<file path="src/rtl/nh_lcd_data_reader_pkg.sv">
// Shared constants, pixel packing type and FIFO channel selection for the NH LCD pixel reader.
package nh_lcd_data_reader_pkg;

    localparam logic [7:0] CMD_START_MEM_READ = 8'h2E;

    typedef struct packed {
        logic [7:0] r;
        logic [7:0] g;
        logic [7:0] b;
    } pixel_t;

    // Channel 0 wins when both are ready; only called with at least one bit set.
    function automatic logic [1:0] pick_channel(input logic [1:0] rdy);
        return rdy[0] ? 2'b01 : {rdy[1], 1'b0};
    endfunction

endpackage

</file>
<file path="src/rtl/nh_lcd_data_reader_if.sv">
// Host control, ping-pong FIFO write side and 8080 bus signals of the NH LCD pixel reader.
interface nh_lcd_data_reader_if;
    logic        i_enable;
    logic        i_start;
    logic [31:0] i_num_pixels;
    logic        o_busy;
    logic        o_done;
    logic [1:0]  i_wfifo_rdy;
    logic [1:0]  o_wfifo_act;
    logic [23:0] i_wfifo_size;
    logic        o_wfifo_stb;
    logic [23:0] o_wfifo_data;
    logic        o_cmd_mode;
    logic [7:0]  o_data_out;
    logic [7:0]  i_data_in;
    logic        o_write;
    logic        o_read;
    logic        o_data_out_en;

    modport master (
        input  i_enable, i_start, i_num_pixels, i_wfifo_rdy, i_wfifo_size, i_data_in,
        output o_busy, o_done, o_wfifo_act, o_wfifo_stb, o_wfifo_data,
               o_cmd_mode, o_data_out, o_write, o_read, o_data_out_en
    );

    modport slave (
        output i_enable, i_start, i_num_pixels, i_wfifo_rdy, i_wfifo_size, i_data_in,
        input  o_busy, o_done, o_wfifo_act, o_wfifo_stb, o_wfifo_data,
               o_cmd_mode, o_data_out, o_write, o_read, o_data_out_en
    );
endinterface

</file>
<file path="src/rtl/nh_lcd_read_strobe.sv">
// One byte read cycle: o_read high for LOW_CYCLES, then low for HIGH_CYCLES recovery.
module nh_lcd_read_strobe #(
    parameter int LOW_CYCLES  = 4,
    parameter int HIGH_CYCLES = 2
) (
    input  logic clk,
    input  logic rst,
    input  logic go_i,
    input  logic clr_i,
    output logic read_o,
    output logic sample_o,
    output logic done_o
);
    localparam int MAX_CYCLES = (LOW_CYCLES > HIGH_CYCLES) ? LOW_CYCLES : HIGH_CYCLES;
    localparam int CW         = (MAX_CYCLES > 1) ? $clog2(MAX_CYCLES) : 1;

    logic          low_q, low_d;
    logic          high_q, high_d;
    logic [CW-1:0] cnt_q, cnt_d;

    assign read_o   = low_q;
    assign sample_o = low_q  && (cnt_q == CW'(LOW_CYCLES - 1));
    assign done_o   = high_q && (cnt_q == CW'(HIGH_CYCLES - 1));

    always_comb begin
        low_d  = low_q;
        high_d = high_q;
        cnt_d  = cnt_q;
        if (clr_i) begin
            low_d  = 1'b0;
            high_d = 1'b0;
            cnt_d  = '0;
        end else if (go_i) begin
            // go may coincide with done_o when bytes run back to back
            low_d  = 1'b1;
            high_d = 1'b0;
            cnt_d  = '0;
        end else if (sample_o) begin
            low_d  = 1'b0;
            high_d = 1'b1;
            cnt_d  = '0;
        end else if (done_o) begin
            high_d = 1'b0;
            cnt_d  = '0;
        end else if (low_q || high_q) begin
            cnt_d  = cnt_q + CW'(1);
        end
    end

    always_ff @(posedge clk or posedge rst) begin
        if (rst) begin
            low_q  <= 1'b0;
            high_q <= 1'b0;
            cnt_q  <= '0;
        end else begin
            low_q  <= low_d;
            high_q <= high_d;
            cnt_q  <= cnt_d;
        end
    end

endmodule

</file>
<file path="src/rtl/nh_lcd_data_reader.sv">
// Reads R,G,B bytes back from the NH LCD after CMD_START_MEM_READ and pushes packed pixels to a
// ping-pong FIFO. Define NH_LCD_READ_DUMMY_EN to discard the first byte after bus turnaround.
module nh_lcd_data_reader
    import nh_lcd_data_reader_pkg::*;
#(
    parameter int READ_LOW_CYCLES  = 4,
    parameter int READ_HIGH_CYCLES = 2
) (
    input  logic                  clk,
    input  logic                  rst,
    nh_lcd_data_reader_if.master  lcd
);
    typedef enum logic [2:0] {
        ST_IDLE, ST_GET_FIFO, ST_WRITE_CMD, ST_TURNAROUND,
        ST_READ_LOW, ST_READ_HIGH, ST_PUSH, ST_FINISH
    } state_e;

    state_e      state_q, state_d;
    logic [31:0] count_q, count_d;
    logic [31:0] pix_q, pix_d;
    logic [23:0] fill_q, fill_d;
    logic [1:0]  idx_q, idx_d;
    pixel_t      pixel_q, pixel_d;
    logic [1:0]  act_q, act_d;
    logic        bus_rel_q, bus_rel_d;
    logic        zero_done_q, zero_done_d;
    logic        dummy_q, dummy_d;

    logic abort;
    logic go;
    logic rd_read, rd_sample, rd_done;

    assign abort = !lcd.i_enable && (state_q != ST_IDLE);

    nh_lcd_read_strobe #(
        .LOW_CYCLES  (READ_LOW_CYCLES),
        .HIGH_CYCLES (READ_HIGH_CYCLES)
    ) u_strobe (
        .clk      (clk),
        .rst      (rst),
        .go_i     (go),
        .clr_i    (abort),
        .read_o   (rd_read),
        .sample_o (rd_sample),
        .done_o   (rd_done)
    );

    // NOTE: sequential state uses non-blocking assignments so every register samples pre-edge values.
    always_ff @(posedge clk or posedge rst) begin
        if (rst) begin
            state_q     <= ST_IDLE;
            count_q     <= '0;
            pix_q       <= '0;
            fill_q      <= '0;
            idx_q       <= '0;
            pixel_q     <= '0;
            act_q       <= '0;
            bus_rel_q   <= 1'b0;
            zero_done_q <= 1'b0;
            dummy_q     <= 1'b0;
        end else begin
            state_q     <= state_d;
            count_q     <= count_d;
            pix_q       <= pix_d;
            fill_q      <= fill_d;
            idx_q       <= idx_d;
            pixel_q     <= pixel_d;
            act_q       <= act_d;
            bus_rel_q   <= bus_rel_d;
            zero_done_q <= zero_done_d;
            dummy_q     <= dummy_d;
        end
    end

    // NOTE: every signal gets a default before the case so no path leaves it unassigned (no latch).
    always_comb begin
        state_d     = state_q;
        count_d     = count_q;
        pix_d       = pix_q;
        fill_d      = fill_q;
        idx_d       = idx_q;
        pixel_d     = pixel_q;
        act_d       = act_q;
        bus_rel_d   = bus_rel_q;
        zero_done_d = 1'b0;
        dummy_d     = dummy_q;
        go          = 1'b0;

        if (abort) begin
            state_d   = ST_IDLE;
            act_d     = '0;
            bus_rel_d = 1'b0;
            dummy_d   = 1'b0;
        end else begin
            case (state_q)
                ST_IDLE: begin
                    if (lcd.i_start && lcd.i_enable) begin
                        if (lcd.i_num_pixels == '0) begin
                            zero_done_d = 1'b1;
                        end else begin
                            count_d = lcd.i_num_pixels;
                            pix_d   = '0;
                            idx_d   = '0;
                            state_d = ST_GET_FIFO;
                        end
                    end
                end
                ST_GET_FIFO: begin
                    if (act_q == '0 && lcd.i_wfifo_rdy != '0) begin
                        act_d  = pick_channel(lcd.i_wfifo_rdy);
                        fill_d = '0;
                        // A released bus means the command already went out: resume reading.
                        if (bus_rel_q) begin
                            state_d = ST_READ_LOW;
                            go      = 1'b1;
                        end else begin
                            state_d = ST_WRITE_CMD;
                        end
                    end
                end
                ST_WRITE_CMD: state_d = ST_TURNAROUND;
                ST_TURNAROUND: begin
                    bus_rel_d = 1'b1;
`ifdef NH_LCD_READ_DUMMY_EN
                    dummy_d   = 1'b1;
`else
                    dummy_d   = 1'b0;
`endif
                    state_d   = ST_READ_LOW;
                    go        = 1'b1;
                end
                ST_READ_LOW: begin
                    if (rd_sample) begin
                        state_d = ST_READ_HIGH;
                        if (!dummy_q) begin
                            case (idx_q)
                                2'd0:    pixel_d.r = lcd.i_data_in;
                                2'd1:    pixel_d.g = lcd.i_data_in;
                                default: pixel_d.b = lcd.i_data_in;
                            endcase
                        end
                    end
                end
                ST_READ_HIGH: begin
                    if (rd_done) begin
                        if (dummy_q) begin
                            dummy_d = 1'b0;
                            state_d = ST_READ_LOW;
                            go      = 1'b1;
                        end else if (idx_q == 2'd2) begin
                            state_d = ST_PUSH;
                        end else begin
                            idx_d   = idx_q + 2'd1;
                            state_d = ST_READ_LOW;
                            go      = 1'b1;
                        end
                    end
                end
                ST_PUSH: begin
                    pix_d  = pix_q + 32'd1;
                    fill_d = fill_q + 24'd1;
                    idx_d  = '0;
                    if (pix_q + 32'd1 == count_q) begin
                        act_d     = '0;
                        bus_rel_d = 1'b0;
                        state_d   = ST_FINISH;
                    end else if (fill_q + 24'd1 == lcd.i_wfifo_size) begin
                        act_d   = '0;
                        state_d = ST_GET_FIFO;
                    end else begin
                        state_d = ST_READ_LOW;
                        go      = 1'b1;
                    end
                end
                ST_FINISH: state_d = ST_IDLE;
                default:   state_d = ST_IDLE;
            endcase
        end
    end

    always_comb begin
        lcd.o_busy        = (state_q != ST_IDLE) && (state_q != ST_FINISH);
        lcd.o_done        = (state_q == ST_FINISH) || zero_done_q;
        lcd.o_wfifo_act   = act_q;
        lcd.o_wfifo_stb   = (state_q == ST_PUSH);
        lcd.o_wfifo_data  = pixel_q;
        lcd.o_cmd_mode    = (state_q != ST_WRITE_CMD);
        lcd.o_data_out    = CMD_START_MEM_READ;
        lcd.o_write       = (state_q == ST_WRITE_CMD);
        lcd.o_read        = rd_read;
        lcd.o_data_out_en = !(bus_rel_q || state_q == ST_TURNAROUND);
    end

endmodule
</file>
<file path="src/flat_wrapper.sv">
// flat-port wrapper written by rule: the top's interface ports become plain ports
module nh_lcd_data_reader_flat import nh_lcd_data_reader_pkg::*;
#(
    parameter int READ_LOW_CYCLES  = 4,
    parameter int READ_HIGH_CYCLES = 2
)
  (clk, rst, lcd_i_enable, lcd_i_start, lcd_i_num_pixels, lcd_i_wfifo_rdy, lcd_i_wfifo_size, lcd_i_data_in, lcd_o_busy, lcd_o_done, lcd_o_wfifo_act, lcd_o_wfifo_stb, lcd_o_wfifo_data, lcd_o_cmd_mode, lcd_o_data_out, lcd_o_write, lcd_o_read, lcd_o_data_out_en);
  nh_lcd_data_reader_if lcd_i ();
  input  logic clk;
  input  logic rst;
  input wire logic [$bits(lcd_i.i_enable)-1:0] lcd_i_enable;
  input wire logic [$bits(lcd_i.i_start)-1:0] lcd_i_start;
  input wire logic [$bits(lcd_i.i_num_pixels)-1:0] lcd_i_num_pixels;
  input wire logic [$bits(lcd_i.i_wfifo_rdy)-1:0] lcd_i_wfifo_rdy;
  input wire logic [$bits(lcd_i.i_wfifo_size)-1:0] lcd_i_wfifo_size;
  input wire logic [$bits(lcd_i.i_data_in)-1:0] lcd_i_data_in;
  output wire logic [$bits(lcd_i.o_busy)-1:0] lcd_o_busy;
  output wire logic [$bits(lcd_i.o_done)-1:0] lcd_o_done;
  output wire logic [$bits(lcd_i.o_wfifo_act)-1:0] lcd_o_wfifo_act;
  output wire logic [$bits(lcd_i.o_wfifo_stb)-1:0] lcd_o_wfifo_stb;
  output wire logic [$bits(lcd_i.o_wfifo_data)-1:0] lcd_o_wfifo_data;
  output wire logic [$bits(lcd_i.o_cmd_mode)-1:0] lcd_o_cmd_mode;
  output wire logic [$bits(lcd_i.o_data_out)-1:0] lcd_o_data_out;
  output wire logic [$bits(lcd_i.o_write)-1:0] lcd_o_write;
  output wire logic [$bits(lcd_i.o_read)-1:0] lcd_o_read;
  output wire logic [$bits(lcd_i.o_data_out_en)-1:0] lcd_o_data_out_en;
  assign lcd_i.i_enable = lcd_i_enable;
  assign lcd_i.i_start = lcd_i_start;
  assign lcd_i.i_num_pixels = lcd_i_num_pixels;
  assign lcd_i.i_wfifo_rdy = lcd_i_wfifo_rdy;
  assign lcd_i.i_wfifo_size = lcd_i_wfifo_size;
  assign lcd_i.i_data_in = lcd_i_data_in;
  assign lcd_o_busy = lcd_i.o_busy;
  assign lcd_o_done = lcd_i.o_done;
  assign lcd_o_wfifo_act = lcd_i.o_wfifo_act;
  assign lcd_o_wfifo_stb = lcd_i.o_wfifo_stb;
  assign lcd_o_wfifo_data = lcd_i.o_wfifo_data;
  assign lcd_o_cmd_mode = lcd_i.o_cmd_mode;
  assign lcd_o_data_out = lcd_i.o_data_out;
  assign lcd_o_write = lcd_i.o_write;
  assign lcd_o_read = lcd_i.o_read;
  assign lcd_o_data_out_en = lcd_i.o_data_out_en;
  nh_lcd_data_reader #(.READ_LOW_CYCLES(READ_LOW_CYCLES), .READ_HIGH_CYCLES(READ_HIGH_CYCLES)) u_core (.clk(clk), .rst(rst), .lcd(lcd_i));
endmodule
</file>
<file path="config.mk">
export PLATFORM = sky130hd
export DESIGN_NAME = nh_lcd_data_reader_flat
export DESIGN_NICKNAME = d
export VERILOG_FILES = /design/src/rtl/nh_lcd_data_reader_pkg.sv /design/src/rtl/nh_lcd_data_reader_if.sv /design/src/rtl/nh_lcd_read_strobe.sv /design/src/rtl/nh_lcd_data_reader.sv /design/src/flat_wrapper.sv
export SDC_FILE = /design/constraint.sdc
export NUM_CORES = 1
export LEC_CHECK = 0
export ABC_AREA = 1
export BUFFER_PORTS_ARGS = -buffer_cell sky130_fd_sc_hd__buf_2
export CORE_UTILIZATION = 59
export DETAILED_ROUTE_END_ITERATION = 7
export GPL_TIMING_DRIVEN = 0
export HOLD_SLACK_MARGIN = 0.03
export PLACE_DENSITY = 0.81
export REMOVE_ABC_BUFFERS = 1
export SLEW_MARGIN = 20
export SYNTH_ARGS = -nofsm -noshare
export SYNTH_HDL_FRONTEND = slang
export SYNTH_SLANG_ARGS = --single-unit
</file>
<file path="constraint.sdc">
create_clock -name clk -period 5.05 [get_ports clk]
set_input_delay 1.01 -clock clk [delete_from_list [all_inputs] [get_ports clk]]
set_output_delay 1.01 -clock clk [all_outputs]
set_load 0.01 [all_outputs]
</file>
==> reports/metrics.yaml <==
dr_total_vias: 8756
dieArea_sq_mm: 0.0147
overflow: 0
finalSetupViolCount: 0
dp_cells: 1556
grt_pass1_wl_mm: 37.1
leakagePower_nw: 4.87
dp_hpwl_mm: 16.6
drc: 0
area_of_all_sequential_standard_cells_sq_mm: 0.00313
final-max-slew-violation-count: 0
rr_startpoint: "u_core.fill_q[0]$_DFFE_PP0P_"
ys_async_sr_fraction_pct: 100
wl_met2_mm: 10.4
number_of_global_route_vias_before_repair: 8022
hold_violations: 0
crit_path_start_kind: "register"
met3WireLength_mm: 1.73
timing.rr.end: "u_core.lcd.o_wfifo_act[0]$_DFFE_PP0P_"
fmax_mhz: 336
core_area_sq_mm: 0.0139
multi_input_comb_area_sq_mm: 0.00444
clk_pin_slew_ps: 70
die_width_um: 121
globalRouteTotalUtil_pct: 32.4
worst_skew_pair.late_latency_ps: 430
fin_skew_ps: 7.35
synth_enable_flop_cells: 0
finalNonFillerCells: 1589
grt_antenna_before_repair: 0
worst-endpoint-arrival_ps: 1960
wl_per_cell_um: 14.1
number_of_nets_with_antenna_violations_after_detailed_routing: 0
finalCriticalPeriod_ps: 2970
detailed_routing_iteration_count_for_the_pre_antenna_repair_pass: 6
initial_utilization_pct: 60.3
grt_start_max_net_pins: 75
timing.setup.critical_path_class: "register to primary output"
ctsHoldBuffers: 0
n_fill_cell: 1229
postCtsResizedCells: 0
routedLengthMet1_mm: 9.76
r2r_setup_slack_ps: 2380
hold_crit_class: "register to register"
period_share_pct: 58.9
1st_iter_drt_viols: 855
critical_path.startpoint: "u_core.state_q[1]$_DFFE_PP0P_"
die_h_um: 121
finalWirelength_mm: 22.5
final_estimated_routing_congestion_in_global_placement: 0.979
maxUsedRoutingLayer: "met4"
clock_path_buffers: 2
type_of_element_capturing_the_critical_path: "primary output"
clockRootBuffer: "clkbuf_16"
yosysUniqueCellTypes: 37
max_slew.worst_pin.slew_ps: 910
post-route-util_pct: 70.1
postSynthCellCount: 1291
boundaryPins: 111
synth_seq_area_share_pct: 37.4
cts_tree: "built"
required_ps: 4040
synthesis.area_sq_mm: 0.00837
nNetsFinal: 1470
timing.critical_path.fanout_max: 11
synth_seq_cells: 125
rr_worst_depth: 18
ir_worst_vdd_mv: 0.285
cellPowerDensity_mw_per_mm2: 361
outcome: "finished, final reports clean"
count_of_maximum_capacitance_violations: 0
areaGrowthSynthToFinish_pct: 16.2
ctsHtreeMaxLevel: 4
drive_above_1_share_pct: 12.2
synth.yosys.warnings: 0
io_buffer_count: 102
rsz_0062_raised_after_global_routing: "false"
max_slew_margin_pct: 39.1
viasPerCell: 5.51
synth.avg_cell_area_sq_um: 6.48
cts_num_sinks: 125
crit_end: "lcd_o_wfifo_stb"
placementRows: 43
cts_inserted_buffers: 17
post-cts-setup-buffers: 0
yosys_most_used_dff: "dfrtp_1"
Yosys cell counts (3+ instances only):
cell | instances | share of area, %
o21ai_1 | 4 | 0.24
nand3_1 | 113 | 6.8
nand3b_1 | 24 | 2.2
ha_1 | 5 | 0.75
dfrtp_1 | 125 | 37
and2_1 | 3 | 0.22
nand4_1 | 23 | 1.7
buf_4 | 8 | 0.72
nor3_1 | 12 | 0.72
clkbuf_1 | 19 | 0.85
o22ai_1 | 51 | 3.8
nand2_2 | 4 | 0.30
a21oi_1 | 8 | 0.48
nor2_4 | 6 | 0.81
inv_2 | 3 | 0.13
nand2_1 | 436 | 20
o21ai_0 | 75 | 4.5
inv_1 | 183 | 8.2
nor4_1 | 3 | 0.22
xor2_1 | 6 | 0.63
nor2_2 | 8 | 0.60
xnor2_1 | 3 | 0.31
nor2_1 | 146 | 6.5
kinds of logic after synthesis:
| family | synth area share, % |
|---|---|
| compound gates | 9.52 |
| xor+xnor | 1.48 |
| fa+ha+maj | 0.747 |
| buf+inv | 10.1 |
| flops | 37.4 |
| other cells | 0.0897 |
| simple gates | 40.7 |
worst max-delay path, cell delays in order (launching register included):
cell and delay [ps]:
dfrtp_1 440, nand2_1 120, nor2_1 700, buf_2 270
metal layers:
| metal | global-route usage (%) | up-vias |
|---|---|---|
| li1 | - | 4332 |
| met1 | 43.6 | 3971 |
| met2 | 51.5 | 383 |
| met3 | 6.44 | 70 |
| met4 | 12.7 | 0 |
| met5 | 0 | - |
registers in the layout (all words and copies together) (netlist names), 2 cells and up:
register and count:
u_core.lcd.o_wfifo_act 2, u_core.idx_q 2, u_core.u_strobe.cnt_q 2, u_core.pix_q 32
u_core.fill_q 24, u_core.state_q 3, u_core.count_q 32, u_core.lcd.o_wfifo_data 24
area by class of cell:
type	count	share of cell area (%)
multi-input cells	956	45.7
clock buffers	17	4.37
flip-flops and latches	125	32.2
well taps	180	2.32
repair buffers	109	6.47
inverters	186	7.23
clock inverters	15	1.75
diodes	1	0.0257
worst min-delay path by stage:
stage	start	endpoint	slack (ps)	cells after the start
floorplan	u_core.count_q[5]$_DFFE_PP0P_	u_core.count_q[5]$_DFFE_PP0P_	450	2
global placement	u_core.lcd.o_wfifo_data[6]$_DFFE_PP0P_	u_core.lcd.o_wfifo_data[6]$_DFFE_PP0P_	460	2
detailed placement	u_core.lcd.o_wfifo_data[1]$_DFFE_PP0P_	u_core.lcd.o_wfifo_data[1]$_DFFE_PP0P_	470	2
CTS	u_core.lcd.o_wfifo_data[10]$_DFFE_PP0P_	u_core.lcd.o_wfifo_data[10]$_DFFE_PP0P_	490	2
global route	u_core.lcd.o_wfifo_data[1]$_DFFE_PP0P_	u_core.lcd.o_wfifo_data[1]$_DFFE_PP0P_	500	2
finish	u_core.lcd.o_wfifo_data[10]$_DFFE_PP0P_	u_core.lcd.o_wfifo_data[10]$_DFFE_PP0P_	480	2
placed cells by master, fill, tap and decap left out, types with 4 or more instances in the layout:
cell and count:
buf_2 102, inv_6 5, nand2_2 5, nor3_1 12
nor2_1 145, dfrtp_1 125, xor2_1 6, nand3b_1 24
o22ai_1 51, nor2_2 9, ha_1 5, inv_1 182
nand2_1 435, o21ai_0 75, nor2_4 6, a21oi_1 7
conb_1 8, nand4_1 23, o21ai_1 4, clkbuf_16 17
inv_8 5, nand3_1 113
stage by stage:
step | total power, mW | hold slack [ps] | worst slack (ps) | setup TNS [ps] | cell area, sq um
final | 3.51 | 483 | 2080 | 0 | 9720
after global routing | 3.73 | 504 | 1920 | 0 | 9720
after CTS | 3.51 | 488 | 2100 | 0 | 9720
after detailed placement | 2.26 | 469 | 1780 | 0 | 9130
after global placement | 2.19 | 461 | -1690 | -141630 | 8990
after floorplan | 1.94 | 455 | 568 | 0 | 8250
power breakdown:
part           switching [mW]  internal, mW  total [mW]
clock                   0.540         0.704        1.24
combinational           0.587         0.357       0.944
sequential              0.159          1.17        1.32
total                    1.29          2.23        3.51
(Power assumes the default switching activity.)
